File: src/rtl/taxi_fare_core_if.sv
// ============================================================================
// Module  : taxi_fare_core_if
// Brief   : Trip-control, tariff-config and fare-status bundle for the fare core.
// Revision: 1.0  initial release
// ============================================================================
`default_nettype none

interface taxi_fare_core_if #(
   parameter int W     = 12,
   parameter int NPROF = 2
);
   localparam int PW = (NPROF <= 2) ? 1 : $clog2(NPROF);

   logic          cfg_we;
   logic [PW-1:0] cfg_prof;
   logic [1:0]    cfg_field;
   logic [W-1:0]  cfg_data;
   logic [PW-1:0] prof_sel;
   logic          start;
   logic          stop;
   logic          pause;
   logic          km_pulse;
   logic          wait_tick;
   logic [W-1:0]  len;
   logic [W-1:0]  cost;
   logic [1:0]    state;
   logic          sat;

   modport master (
      output cfg_we, cfg_prof, cfg_field, cfg_data, prof_sel,
      output start, stop, pause, km_pulse, wait_tick,
      input  len, cost, state, sat
   );

   modport slave (
      input  cfg_we, cfg_prof, cfg_field, cfg_data, prof_sel,
      input  start, stop, pause, km_pulse, wait_tick,
      output len, cost, state, sat
   );
endinterface

`default_nettype wire

File: src/rtl/taxi_fare_core.sv
// ============================================================================
// Module  : taxi_fare_core
// Brief   : Taximeter fare engine with per-profile tariffs and saturating fare.
// Revision: 1.0  initial release
// ============================================================================
`default_nettype none

module taxi_fare_core #(
   parameter int W     = 12,
   parameter int NPROF = 2
) (
   input  wire logic          clk,
   input  wire logic          reset,
   taxi_fare_core_if.slave    bus
);
   localparam int PW = (NPROF <= 2) ? 1 : $clog2(NPROF);

   localparam logic [W-1:0] c_DEF_INIT  = W'(9);
   localparam logic [W-1:0] c_DEF_FREE  = W'(3);
   localparam logic [W-1:0] c_DEF_PPK   = W'(3);
   localparam logic [W-1:0] c_DEF_WAIT  = W'(3);

   typedef enum logic [1:0] {
      S_IDLE   = 2'd0,
      S_RUN    = 2'd1,
      S_PAUSED = 2'd2,
      S_DONE   = 2'd3
   } state_t;

   state_t        r_state;
   logic [W-1:0]  r_len;
   logic [W-1:0]  r_cost;
   logic          r_sat;
   logic [W-1:0]  r_wcnt;
   logic [PW-1:0] r_prof;

   logic [W-1:0]  r_init_price   [NPROF];
   logic [W-1:0]  r_free_len     [NPROF];
   logic [W-1:0]  r_price_per_km [NPROF];
   logic [W-1:0]  r_wait_ticks   [NPROF];

   logic [W-1:0]  w_start_init;
   logic [W-1:0]  w_start_wait;
   logic [W-1:0]  w_free_len;
   logic [W-1:0]  w_ppk;
   logic [W-1:0]  w_wait_ticks;
   logic          w_cfg_wr;
   logic [W:0]    w_len_inc;
   logic [W:0]    w_cost_add;
   logic          w_km_charge;

   // Returns {overflow, clamped sum}.
   function automatic logic [W:0] add_sat(input logic [W-1:0] a, input logic [W-1:0] b);
      logic [W:0] s;
      s = {1'b0, a} + {1'b0, b};
      if (s[W]) begin
         s = {1'b1, {W{1'b1}}};
      end
      return s;
   endfunction

   // Start reads the requested profile; a running trip only sees the latched one.
   always_comb begin
      w_start_init = r_init_price[0];
      w_start_wait = r_wait_ticks[0];
      w_free_len   = r_free_len[0];
      w_ppk        = r_price_per_km[0];
      w_wait_ticks = r_wait_ticks[0];
      for (int p = 1; p < NPROF; p++) begin
         if (bus.prof_sel == PW'(p)) begin
            w_start_init = r_init_price[p];
            w_start_wait = r_wait_ticks[p];
         end
         if (r_prof == PW'(p)) begin
            w_free_len   = r_free_len[p];
            w_ppk        = r_price_per_km[p];
            w_wait_ticks = r_wait_ticks[p];
         end
      end
   end

   assign w_cfg_wr    = bus.cfg_we && (r_state == S_IDLE || r_state == S_DONE);
   assign w_len_inc   = add_sat(r_len, W'(1));
   assign w_cost_add  = add_sat(r_cost, w_ppk);
   assign w_km_charge = (w_len_inc[W-1:0] > w_free_len);

   // Out-of-range cfg_prof matches no profile and is therefore dropped.
   always_ff @(posedge clk or negedge reset) begin
      if (!reset) begin
         for (int p = 0; p < NPROF; p++) begin
            r_init_price[p]   <= c_DEF_INIT;
            r_free_len[p]     <= c_DEF_FREE;
            r_price_per_km[p] <= c_DEF_PPK;
            r_wait_ticks[p]   <= c_DEF_WAIT;
         end
      end else if (w_cfg_wr) begin
         for (int p = 0; p < NPROF; p++) begin
            if (bus.cfg_prof == PW'(p)) begin
               case (bus.cfg_field)
                  2'd0:    r_init_price[p]   <= bus.cfg_data;
                  2'd1:    r_free_len[p]     <= bus.cfg_data;
                  2'd2:    r_price_per_km[p] <= bus.cfg_data;
                  default: r_wait_ticks[p]   <= bus.cfg_data;
               endcase
            end
         end
      end
   end

   always_ff @(posedge clk or negedge reset) begin
      if (!reset) begin
         r_state <= S_IDLE;
         r_len   <= '0;
         r_cost  <= c_DEF_INIT;
         r_sat   <= 1'b0;
         r_wcnt  <= '0;
         r_prof  <= '0;
      end else begin
         case (r_state)
            S_IDLE, S_DONE: begin
               if (bus.start) begin
                  r_state <= S_RUN;
                  r_prof  <= bus.prof_sel;
                  r_len   <= '0;
                  r_cost  <= w_start_init;
                  r_sat   <= 1'b0;
                  r_wcnt  <= w_start_wait;
               end
            end
            S_RUN: begin
               if (bus.stop) begin
                  r_state <= S_DONE;
               end else begin
                  if (bus.km_pulse) begin
                     r_len <= w_len_inc[W-1:0];
                     if (w_km_charge) begin
                        r_cost <= w_cost_add[W-1:0];
                     end
                     r_sat <= r_sat | w_len_inc[W] | (w_km_charge & w_cost_add[W]);
                  end
                  if (bus.pause) begin
                     r_state <= S_PAUSED;
                     r_wcnt  <= w_wait_ticks;
                  end
               end
            end
            default: begin
               if (bus.stop) begin
                  r_state <= S_DONE;
               end else if (!bus.pause) begin
                  r_state <= S_RUN;
               end else if (bus.wait_tick) begin
                  if (r_wcnt != '0) begin
                     r_wcnt <= r_wcnt - W'(1);
                  end else begin
                     r_cost <= w_cost_add[W-1:0];
                     r_sat  <= r_sat | w_cost_add[W];
                     r_wcnt <= w_wait_ticks;
                  end
               end
            end
         endcase
      end
   end

   assign bus.len   = r_len;
   assign bus.cost  = r_cost;
   assign bus.state = r_state;
   assign bus.sat   = r_sat;

endmodule

`default_nettype wire

File: src/flat_wrapper.sv
// flat-port wrapper written by rule: the top's interface ports become plain ports
module taxi_fare_core_flat 
#(
   parameter int W     = 12,
   parameter int NPROF = 2
)
  (clk, reset, bus_cfg_we, bus_cfg_prof, bus_cfg_field, bus_cfg_data, bus_prof_sel, bus_start, bus_stop, bus_pause, bus_km_pulse, bus_wait_tick, bus_len, bus_cost, bus_state, bus_sat);
  taxi_fare_core_if #(.W(W), .NPROF(NPROF)) bus_i ();
  input  wire logic clk;
  input  wire logic reset;
  input wire logic [$bits(bus_i.cfg_we)-1:0] bus_cfg_we;
  input wire logic [$bits(bus_i.cfg_prof)-1:0] bus_cfg_prof;
  input wire logic [$bits(bus_i.cfg_field)-1:0] bus_cfg_field;
  input wire logic [$bits(bus_i.cfg_data)-1:0] bus_cfg_data;
  input wire logic [$bits(bus_i.prof_sel)-1:0] bus_prof_sel;
  input wire logic [$bits(bus_i.start)-1:0] bus_start;
  input wire logic [$bits(bus_i.stop)-1:0] bus_stop;
  input wire logic [$bits(bus_i.pause)-1:0] bus_pause;
  input wire logic [$bits(bus_i.km_pulse)-1:0] bus_km_pulse;
  input wire logic [$bits(bus_i.wait_tick)-1:0] bus_wait_tick;
  output wire logic [$bits(bus_i.len)-1:0] bus_len;
  output wire logic [$bits(bus_i.cost)-1:0] bus_cost;
  output wire logic [$bits(bus_i.state)-1:0] bus_state;
  output wire logic [$bits(bus_i.sat)-1:0] bus_sat;
  assign bus_i.cfg_we = bus_cfg_we;
  assign bus_i.cfg_prof = bus_cfg_prof;
  assign bus_i.cfg_field = bus_cfg_field;
  assign bus_i.cfg_data = bus_cfg_data;
  assign bus_i.prof_sel = bus_prof_sel;
  assign bus_i.start = bus_start;
  assign bus_i.stop = bus_stop;
  assign bus_i.pause = bus_pause;
  assign bus_i.km_pulse = bus_km_pulse;
  assign bus_i.wait_tick = bus_wait_tick;
  assign bus_len = bus_i.len;
  assign bus_cost = bus_i.cost;
  assign bus_state = bus_i.state;
  assign bus_sat = bus_i.sat;
  taxi_fare_core #(.W(W), .NPROF(NPROF)) u_core (.clk(clk), .reset(reset), .bus(bus_i));
endmodule
File: config.mk
export PLATFORM = sky130hd
export DESIGN_NAME = taxi_fare_core_flat
export DESIGN_NICKNAME = d
export VERILOG_FILES = /design/src/rtl/taxi_fare_core_if.sv /design/src/rtl/taxi_fare_core.sv /design/src/flat_wrapper.sv
export SDC_FILE = /design/constraint.sdc
export NUM_CORES = 1
export LEC_CHECK = 0
export ABC_AREA = 1
export CORE_MARGIN = 2
export CORE_UTILIZATION = 30
export DETAILED_ROUTE_END_ITERATION = 6
export DONT_BUFFER_PORTS = 1
export GPL_TIMING_DRIVEN = 0
export PLACE_DENSITY = 0.53
export SLEW_MARGIN = 10
export SYNTH_ARGS = -nofsm -noshare
export SYNTH_HDL_FRONTEND = slang
export SYNTH_SLANG_ARGS = --single-unit
export TNS_END_PERCENT = 1
File: constraint.sdc
create_clock -name clk -period 2.5 [get_ports clk]
set_input_delay 0.5 -clock clk [delete_from_list [all_inputs] [get_ports clk]]
set_output_delay 0.5 -clock clk [all_outputs]
set_load 0.01 [all_outputs]
; After elaboration in Yosys (flattened, before gate mapping)
; Index checks and enable logic that the tools add are counted.
[op_classes]
n_eq_ne = 13
n_bitwise = 6
n_reduce_logical = 25
order_cmp = 1
muxes = 42
addsub = 3
[op_table]
columns = op, n
row1 = 2-to-1 mux 12 bit, 23
row2 = one-hot mux 12 bit (2 select lines), 3
row3 = AND reduction 3 bit, 9
row4 = 2-to-1 mux 13 bit, 2
row5 = adder 12 x 1 -> 13 bit (second input constant), 1
row6 = adder 12 x 12 -> 13 bit, 1
row7 = greater-than comparator 12 bit, 1
row8 = nonzero test 12 bit, 1
row9 = subtractor 12 x 1 -> 12 bit (second input constant), 1
row10 = 2-to-1 mux 2 bit, 5
row11 = inequality test 2 bit (second input constant), 4
row12 = AND reduction 8 bit, 1
row13 = 2-to-1 mux 1 bit, 7
row14 = AND reduction 7 bit, 1
row15 = inequality test 3 bit (second input constant), 2
row16 = AND reduction 6 bit, 1
row17 = nonzero test 3 bit, 2
row18 = == test 2 x 1 -> 1 bit (second input constant), 2
row19 = == test 2 bit (second input constant), 2
row20 = logical NOT 2 bit, 2
row21 = inequality test 2 x 1 -> 1 bit (second input constant), 2
row22 = inequality test 4 x 2 -> 1 bit (second input constant), 1
row23 = one-hot mux 2 bit (2 select lines), 1
row24 = AND reduction 4 bit, 1
row25 = other kinds (10), 14
[totals]
regBits = 136
word_cells = 104
inputBits = 24
out_inout_bits = 27

; Depth between registers and ports, before layout
[logic_depth]
depth_word = 9
ltp_mapped = 19
depth_no_buf = 18

; Worst setup path before layout
; OpenSTA, ideal clock, no wires.
[synth_path]
kind = reg-to-reg
from = register u_core.r_prof
to = register u_core.r_cost[1] (netlist: u_core.bus.cost[1])
slack_ns = -0.169
arrival_ns = 2.542
t_required_ns = 2.373
stages_incl_launch_ff = 17
path_cell_list = dfrtp_1 clkbuf_1 buf_1 mux2_2 ha_1 nand2_1 nor2_1 nand2_1 inv_1 nand2_1 inv_1 nor2_2 nand2_1 nand2_1 o21ai_0 nand2_1 o21ai_0
[synth_between]
elab_chain_len = 8
elab_cells_between_ends = 15
classes_between = 1 x add/sub / 1 x order compare / 1 x eq/ne / 11 x mux / 1 x reduce/logical
[synth_rtl]
columns = item, line
row1 = start: declaration, taxi_fare_core.sv:35  ; logic [PW-1:0] r_prof;
row2 = start signal: assignment, taxi_fare_core.sv:123  ; r_prof <= bus.prof_sel;
row3 = 2-to-1 mux 12 bit, taxi_fare_core.sv:74  ; if (r_prof == PW'(p)) begin
row4 = adder 12 x 12 -> 13 bit, taxi_fare_core.sv:55  ; s = {1'b0, a} + {1'b0, b};
row5 = 2-to-1 mux 13 bit, taxi_fare_core.sv:56  ; if (s[W]) begin
row6 = 2-to-1 mux 12 bit, taxi_fare_core.sv:153  ; if (r_wcnt != '0) begin
row7 = 2-to-1 mux 12 bit, taxi_fare_core.sv:152  ; end else if (bus.wait_tick) begin
row8 = 2-to-1 mux 12 bit, taxi_fare_core.sv:150  ; end else if (!bus.pause) begin
row9 = 2-to-1 mux 12 bit, taxi_fare_core.sv:148  ; if (bus.stop) begin
row10 = one-hot mux 12 bit (2 select lines), taxi_fare_core.sv:119  ; case (r_state)
row11 = end signal: assignment, taxi_fare_core.sv:114  ; r_cost <= c_DEF_INIT;
row12 = end signal: assignment, taxi_fare_core.sv:125  ; r_cost <= w_start_init;
row13 = end signal: assignment, taxi_fare_core.sv:156  ; r_cost <= w_cost_add[W-1:0];
row14 = end: declaration, taxi_fare_core.sv:32  ; logic [W-1:0] r_cost;
; Several ways; a longest one is shown, not always the timed one. The select of a mux whose other input is x is not followed.
; A chain may end at the register's enable or synchronous reset.

; Worst setup path in the final report
[layout_path]
from = register u_core.r_len[1] (netlist: u_core.bus.len[1])
to = register u_core.r_cost[2] (netlist: u_core.bus.cost[2])
[layout_between]
elab_chain_len = 5
[layout_rtl]
columns = item, line
row1 = start: declaration, taxi_fare_core.sv:31  ; logic [W-1:0] r_len;
row2 = start signal: assignment, taxi_fare_core.sv:135  ; r_len <= w_len_inc[W-1:0];
row3 = adder 12 x 1 -> 13 bit, taxi_fare_core.sv:55
row4 = 2-to-1 mux 13 bit, taxi_fare_core.sv:56
row5 = greater-than comparator 12 bit, taxi_fare_core.sv:85  ; assign w_km_charge = (w_len_inc[W-1:0] > w_free_len);
row6 = inequality test 2 x 1 -> 1 bit (no line), n/a
row7 = AND reduction 8 bit (no line), n/a
row8 = end signal: assignment, taxi_fare_core.sv:114
row9 = end signal: assignment, taxi_fare_core.sv:125
row10 = end signal: assignment, taxi_fare_core.sv:137  ; r_cost <= w_cost_add[W-1:0];
; Every way passes these cells.

==> results.py <==
metrics = {
    "run_status": {
        "status": "finished, violations left",
        "violations": "negative hold slack, negative setup slack",
    },
    "final_layout": {
        "post-route-util_pct": 35.55,
        "nNetsFinal": 1095,
        "antenna_cells": 0,
        "drive_gt1_share_pct": 11.95,
        "syn2layout_area_growth_pct": 16.32,
    },
    "floorplan": {
        "initial_core_util_pct": 30.56,
        "dieArea_um2": 27030,
        "ioPinCount": 51,
        "fp.dieW_um": 164.4,
        "dieHeight_um": 164.4,
        "coreArea_um2": 25250,
        "num_rows": 58,
    },
    "setup_path": {
        "r2r_cells": 19,
        "crit_type": "flop to flop",
        "critical_path_arrival_ns": 3.24,
        "required_ns": 2.81,
        "critPathMaxFanout": 10,
        "start_kind": "flop",
        "critPathCaptureType": "flop",
    },
    "clock_network": {
        "worst_skew_pair.late_latency_ns": 0.43,
        "cts_max_path_buffers": 2,
        "cts_made_buffers": 17,
        "h-tree-depth": 4,
        "clk_pin_slew_ns": 0.06,
        "tritoncts": "built",
        "cts-root-buf": "clkbuf_16",
        "numClockSinks": 136,
    },
    "logic_synthesis": {
        "yosysSeqAreaShare_pct": 44.38,
        "syn_nets": 1063,
        "synth-seq-cells": 136,
        "synth_top_area_cell": "dfrtp_1",
        "synth_top_cell_area_share_pct": 38.26,
        "synthCells": 1009,
        "yosysMostFrequentCell": "nand2_1",
        "synth_compound_area_share_pct": 15.45,
        "async_flop_share_pct": 100.0,
        "synth-adder-area-share_pct": 4.960,
        "synth-xor-area-share_pct": 1.929,
        "synth-simple-area-share_pct": 22.60,
        "synthFlopType": "dfrtp_1",
        "yosys-top-cells-area": "dfrtp_1 (38%), nand2_1 (14%), o21ai_0 (10%)",
        "synth_common_cells": "nand2_1 (287), o21ai_0 (157), dfrtp_1 (118)",
        "syn_area_um2": 7719,
        "syn_area_per_cell_um2": 7.650,
        "yosys_warnings": 0,
        "yosys-mux-area-fraction_pct": 3.177,
        "synth-edff-count": 0,
        "synth_top_family_by_area": "simple AND/OR/NAND/NOR gates",
        "synth.distinct_cells": 38,
    },
    "placement": {
        "gp_congestion": 0.8338,
        "io_buffers": 0,
        "pre_cts_ws_ns": -0.9778,
        "hpwl_um": 16250,
    },
    "grt": {
        "antenna_found_initial": 0,
        "grt_overflow_total": 0,
        "grt_max_degree": 137,
        "grt_pass1_wl_um": 35650,
        "grt_pass1_vias": 6474,
        "grt_usage_pct": 17.17,
    },
    "route": {
        "wl_per_cell_um": 15.99,
        "vias": 6654,
        "drtIter0Drc": 427,
        "remaining_drc_errors": 0,
        "ant_nets": 0,
        "routed_via_density": 4.808,
        "routed_wirelength_um": 22140,
        "drt_pass1_iterations": 5,
    },
    "timing": {
        "rsz0062_at_grt": "yes",
        "fmax_ghz": 0.3405,
        "slew_viol_final": 0,
        "worst_clock_skew_ns": 0.01091,
        "hold_viol": 120,
        "period_needed_ns": 2.937,
        "whs_ns": -0.2359,
        "maxSlewHeadroom_pct": 53.06,
        "setup_viol": 13,
        "period_share_pct": 117.5,
        "layout_setup_ws_ns": -0.4369,
        "max_slew.worst_pin.slew_ns": 0.7041,
    },
    "power_and_ir_drop": {
        "power_density_nw_per_um2": 1493,
        "power_mw": 13.41,
        "peakVddDrop_v": 0.0004349,
        "p_leak_nw": 4.344,
    },
    "flow_run": {
        "drv_cap": 0,
    },
    "hold_path": {
        "worstHoldPathType": "input port to asynchronous set/reset pin",
    },
}
==> registers in the layout, indices dropped and copies added (netlist names) <==
register,flops
u_core.bus.sat,1
u_core.r_wcnt,12
u_core.bus.len,12
u_core.r_wait_ticks,24
u_core.r_prof,1
u_core.bus.cost,12
u_core.bus.state,2
u_core.r_price_per_km,24
u_core.r_free_len,24
u_core.r_init_price,24
==> what timing repair did <==
action,in CTS,in global routing
resized for setup,18,24
buffers inserted,6,7
endpoints found under the setup margin,13,22
pin swaps,6,11
endpoints found under the hold margin,136,136
==> final cells by class <==
cell class	count	area (um2)
buffer	37	173.9
clock buffer	21	460.4
clock inverter	11	146.4
fill	2690	16280
inverter	112	420.4
multi-input combinational	724	3832
sequential	136	3435
tap	330	412.9
timing repair buffer	13	97.59
==> logic make-up (layout without fill, tap and decap cells) <==
family          Yosys count  count (layout)
compound gates          225             225
xor+xnor                 17              17
simple gates            429             429
buf+inv                 149             194
flops                   136             136
fa+ha+maj                30              30
mux                      23              23
==> worst paths after layout <==
| path | from | endpoint | slack [ns] |
|---|---|---|---|
| max | u_core.bus.len[1] | u_core.bus.cost[2] | -0.44 |
| min | reset | u_core.bus.len[7] | -0.24 |
| max reg2reg | u_core.bus.len[1] | u_core.bus.cost[2] | -0.44 |
| min reg2reg | u_core.r_price_per_km[2] | u_core.r_price_per_km[2] | 0.48 |
| max in group asynchronous | reset | u_core.r_free_len[0] | 2.43 |
| min in group clk | bus_start | u_core.r_prof | 0.18 |
==> per-layer routing <==
metal	up-vias	wire length, um	part of all wire [%]	global-route usage, %
li1	3357	-	-	-
met1	3171	10360	47	22.98
met2	97	10630	48	28.43
met3	29	717	3.2	2.762
met4	0	420	1.9	5.573
met5	-	0	0	0
==> power breakdown <==
| group | internal (mW) | switching [mW] | leakage [nW] |
|---|---|---|---|
| sequential | 3.42 | 0.886 | 1.67 |
| clock | 1.62 | 0.986 | 0.293 |
| combinational | 2.44 | 4.05 | 2.39 |
| total | 7.49 | 5.92 | 4.34 |
==> worst max-delay path: stages (launching register included) <==
cell and delay, ns:
dfrtp_2 0.44, ha_4 0.18, nand3_4 0.11, nor3_4 0.16
nand2_2 0.11, nor2_4 0.11, nand2_2 0.07, nor2_2 0.12
a21oi_2 0.06, ha_1 0.33, nand4_1 0.15, nor2_2 0.06
buf_4 0.13, nand4_1 0.10, nand2_2 0.09, a21oi_4 0.27
inv_2 0.07, buf_6 0.15, nand2_1 0.05, nand2_1 0.05
==> cells in the final DEF (no fill, tap or decap), types with 7 or more instances in the layout <==
master     instances
a21oi_1           32
a31oi_1            9
buf_4             14
clkbuf_1          30
clkbuf_16         17
dfrtp_1          111
dfrtp_2            7
dfstp_2           18
ha_1              25
inv_1            106
mux2_2            12
mux2i_1           11
nand2_1          281
nand2_2            7
nand3_1           44
nand4_1            8
nor2_1            68
o21ai_0          156
o22ai_1            7
xor2_1            14
==> metrics by stage <==
stage / hold WS [ns] / setup TNS (ns) / instance area [um2] / instances
6_report: -0.2359 / -5.235 / 8979 / 1384
5_1_grt: -0.2540 / -7.594 / 8979 / 1384
4_1_cts: -0.2510 / -6.569 / 8847 / 1377
3_5_place_dp: 0.2074 / -10.34 / 8140 / 1339
3_3_place_gp: 0.2079 / -10.55 / 8140 / 1339
2_1_floorplan: 0.2044 / -0.7698 / 7727 / 1009
(Power assumes the default switching activity.)
==> variant 1: new RTL, same settings <==
`W` is set to 12 in 3 places; all go to 6.
--- a/src/rtl/taxi_fare_core_if.sv
+++ b/src/rtl/taxi_fare_core_if.sv
@@ -7,5 +7,5 @@
 
 interface taxi_fare_core_if #(
-   parameter int W     = 12,
+   parameter int W     = 6,
    parameter int NPROF = 2
 );
--- a/src/rtl/taxi_fare_core.sv
+++ b/src/rtl/taxi_fare_core.sv
@@ -7,5 +7,5 @@
 
 module taxi_fare_core #(
-   parameter int W     = 12,
+   parameter int W     = 6,
    parameter int NPROF = 2
 ) (
--- a/src/flat_wrapper.sv
+++ b/src/flat_wrapper.sv
@@ -2,5 +2,5 @@
 module taxi_fare_core_flat 
 #(
-   parameter int W     = 12,
+   parameter int W     = 6,
    parameter int NPROF = 2
 )
Ports: changed (resized bus_cfg_data, bus_cost and bus_len); port bits go from 51 to 33. The function was not compared with the original's and may differ.
==> variant 1 against the original RTL <==
  * Combinational power down 46%
  * First-iteration DRC count down 58%
  * Die area down 46%
  * Count of clock-buffer cells in the layout down 9
  * Total power down 48%
  * Cell area down 47%
  * Synthesized area down 47%
  * Synthesized cell count down 47%
  * Wire length down 53%
  * Sequential cell count down 66
  * Cell count down 47%
  * Setup slack better by 0.57 ns
  * Largest cell class unchanged
  * Largest power group unchanged
==> variant 1: results (changes against the original RTL) <==
Inverters=62 (-45%); met3 Use GR=2.877% (+0.11 points); placed insts=710 (-47%); Signal buf overhead=3.725% (+0.70 points); H-tree depth=3 (-1); Synth Area in XOR/XNOR=1.286% (-0.64 points); Mapped Nets=571 (-46%); critical path arrival=2.65 ns (-0.59 ns); Num CTS Buffers=9 (-8); multi-input logic cell count=385 (-47%); pin count of the biggest net entering global routing=53 (-61%); R2R Setup Slk=0.13 ns (+0.57 ns); footprint of the multi-input gates=2058 um2 (-46%); Psw=3.102 mW (-48%); vias in the first global route=3,427 (-47%); post-cts sizing count=6 (-12); clock buf count=12 (-43%); mux share of post-synthesis cell area=1.225% (-2.0 points); DP HPWL=7389 um (-55%); Vias/cell=4.686 (-2.5%); ratio of cells with drive above 1 in the final layout=16.73% (+4.8 points); met2 Resource Use GR=24.79% (-3.6 points); fin util=35.87% (+0.32 points); Worst VDD drop=402.4 uV (-7.5%); CP max stage delay=0.47 ns (+0.03 ns); post-synthesis sequential area ratio=43.42% (-0.97 points); core area=13,300 um2 (-47%); first-pass GRT wire length=17,420 um (-51%); Period minus WS final=2.370 ns (-0.5666 ns); Post-synth top cells=nand2_1, o21ai_0, inv_1; Logic pwr share=50.2% (+1.8 points); Total GRT Usage=15.53% (-1.6 points); Lkg Pwr=2.321 nW (-47%); outcome=complete, no violations; Met2 Routed Length=4730 um (-56%); setup bufs post-CTS=0 (-6); drt total wl=10,330 um (-53%); DR WL met3=415 um (-42%); Post-Route M1 WL=4914 um (-53%); path depth of the worst reg2reg path=13 (-6); clk pwr=1.30 mW (-50%); Initial DRC Count=181 (-58%); non-filler cells, final=732 (-47%); top post-synthesis cells by area=dfrtp_1, nand2_1, dfstp_2; placed cell area=4307 um2 (-47%)
[variant 1: cell count changes in the layout (fill, tap and decap cells not counted), sizes merged, moves of 7 or more]
cell | unedited run | this run
a21oi | 34 | 21
a31oi | 9 | 1
clkbuf | 50 | 14
dfrtp | 118 | 52
ha | 29 | 18
inv | 112 | 61
mux2 | 12 | 0
nand2 | 288 | 163
nand3 | 47 | 25
nand4 | 8 | 1
nor2 | 76 | 37
o21ai | 161 | 91
xor2 | 14 | 5
[variant 1: worst min-delay path by stage]
stage / end / slack, ns / cells after the start
2_1_floorplan: u_core.bus.cost[1] / 0.20 / 0
3_3_place_gp: u_core.bus.len[5] / 0.21 / 0
3_5_place_dp: u_core.bus.len[5] / 0.21 / 0
5_1_grt: u_core.bus.len[2] / 0.04 / 1
6_report: u_core.bus.len[2] / 0.02 / 1
4_1_cts: u_core.bus.len[5] / 0.03 / 1
==> variant 2: new RTL, same flow settings <==
Without the edit above. Make the reset (`reset`) synchronous in 2 clocked blocks.
--- a/src/rtl/taxi_fare_core.sv
+++ b/src/rtl/taxi_fare_core.sv
@@ -86,5 +86,5 @@
 
    // Out-of-range cfg_prof matches no profile and is therefore dropped.
-   always_ff @(posedge clk or negedge reset) begin
+   always_ff @(posedge clk) begin
       if (!reset) begin
          for (int p = 0; p < NPROF; p++) begin
@@ -108,5 +108,5 @@
    end
 
-   always_ff @(posedge clk or negedge reset) begin
+   always_ff @(posedge clk) begin
       if (!reset) begin
          r_state <= S_IDLE;
Check against the original RTL: differs if reset is asserted again (counterexample within 4 cycles, from zero or initial values and one cycle with reset low); with reset held inactive, the same outputs for 4 cycles.
==> variant 2 against the original RTL <==
  * The flow finishes with violations (setup timing)
  * Non-clock buffer count is 7 lower
  * Synthesized area is 1.2% lower
  * Clock power is 6% lower
  * Total power is 26% lower
  * Setup slack better by 0.16 ns
  * Cell area is 0.99% higher
  * Sequential share of layout area is 2.6 points higher
  * Sequential cell count stayed put
  * Wire length is 6.6% lower
  * Global-route usage is 1.3 points lower
  * Critical endpoint is now u_core.bus.cost[8]
  * Largest cell class is now flip-flops and latches
  * Largest power group unchanged
  * Highest routed layer unchanged
==> variant 2: results (changes against the original RTL) <==
Total GRT Usage=15.92% (-1.3 points); H-tree depth=4 (unchanged); biggest area consumer among synthesized cells=edfxtp_1; ratio of cells with drive above 1 in the final layout=17.75% (+5.8 points); placed cell area=8120 um2 (-0.25%); Root Driver=clkbuf_16; pin count of the biggest net entering global routing=17 (-88%); first-pass GRT wire length=32,200 um (-9.7%); top post-synthesis cells by area=edfxtp_1, dfxtp_1, nand2_1; failing checks=setup timing; vias=6,054 (-9.0%); cell family with most CP delay=simple AND/OR/NAND/NOR gates; GPL Wtd Cong=0.8303 (-0.42%); Final TNS setup=-3.226 ns (+2.008 ns); crit path max fanout=5 (-5); Worst-Skew Late Latency=0.42 ns; nets=999 (-8.8%); clk_skew=0.01028 ns (-0.0006286 ns); Num CTS Buffers=17 (unchanged); post-synthesis sequential area ratio=48.28% (+3.9 points); post-route setup slack=-0.2737 ns (+0.1632 ns); Yosys cell types=48 (+26%); Post-synth top cells=nand2_1, nor2_1, inv_1; Max transition margin=46.88% (-6.2 points); number of synthesized flops with an enable pin=96 (+96); DR pass1 iterations=5 (unchanged); n_diodes=0 (unchanged); WL/cell=16.06 um (+0.40%); Initial DRC Count=333 (-22%); Hold Crit Class=input port to register; yosys warns=0 (unchanged); Lkg Pwr=3.774 nW (-13%); Synth async-reset ratio=0% (-100 points); outcome=complete, but fails checks; launch point of the worst path=u_core.bus.len[0]; vias in the first global route=5,689 (-12%); Worst VDD drop=478.7 uV (+10%); Mapped Nets=965 (-9.2%); Clock Pin Slew Worst Setup and Hold Paths=0.06 ns (about the same); slowest cell on the critical path=dfxtp_4; Top FF cell, synth=edfxtp_1; DP HPWL=15,320 um (-5.7%); antenna violations before repair=0 (unchanged); clk buf depth=2 (unchanged); CP max stage delay=0.39 ns (-0.05 ns); Port Buf Inserts=0 (unchanged); final setup violation count=13 (unchanged)
-- variant 2: per-layer routing --
| metal | wire length [um] | track usage, % |
|---|---|---|
| met1 | 9779 | 21.24 |
| met2 | 9809 | 25.57 |
| met3 | 672 | 3.200 |
| met4 | 419 | 5.821 |
| met5 | 0 | 0 |
-- variant 2: logic make-up after synthesis --
kind of cell,share of synthesized area (%)
and+or+nand+nor,22.75
buffers and inverters,8.249
AOI/OAI and AO/OA,11.12
DFF,48.28
adders and majority gates,5.018
muxes,3.214
xor gates and xnor gates,1.377
-- variant 2: timing repair --
action,in CTS,in global routing
pin swaps,3,22
endpoints found under the hold margin,0,0
buffers inserted,5,3
endpoints found under the setup margin,58,49
gates cloned,0,2
resized for setup,46,32
-- variant 2: worst paths after layout --
kind | end | slack, ns | depth (start not counted)
setup / recovery | u_core.bus.cost[8] | -0.27 | 20
hold / removal | u_core.r_prof | 0.19 | 1
setup reg to reg | u_core.bus.cost[8] | -0.27 | 20
hold reg to reg | u_core.bus.len[10] | 0.53 | 2
-- variant 2: report_power, final --
group	internal [mW]	total, mW	switching (mW)
sequential	2.71	2.95	0.245
clock	1.49	2.46	0.965
combinational	1.68	4.54	2.86
total	5.88	9.94	4.07
-- variant 2: through the flow --
stage          worst slack (ns)  hold slack, ns  instances
2_1_floorplan           -0.1191          0.4921        911
3_3_place_gp             -1.183          0.5157       1241
3_5_place_dp            -0.8418          0.5234       1246
4_1_cts                 -0.2577          0.1723       1283
5_1_grt                 -0.4691          0.1703       1288
6_report                -0.2737          0.1898       1288
-- variant 2: layout make-up --
type | instances | area (um2)
Fill cell | 2616 | 16040
Clock buffer | 20 | 446.7
Tap cell | 330 | 412.9
Sequential cell | 136 | 3704
Multi-Input combinational cell | 618 | 3535
Inverter | 129 | 496.7
Timing Repair Buffer | 15 | 155.1
Clock inverter | 12 | 127.6
Buffer | 28 | 190.2
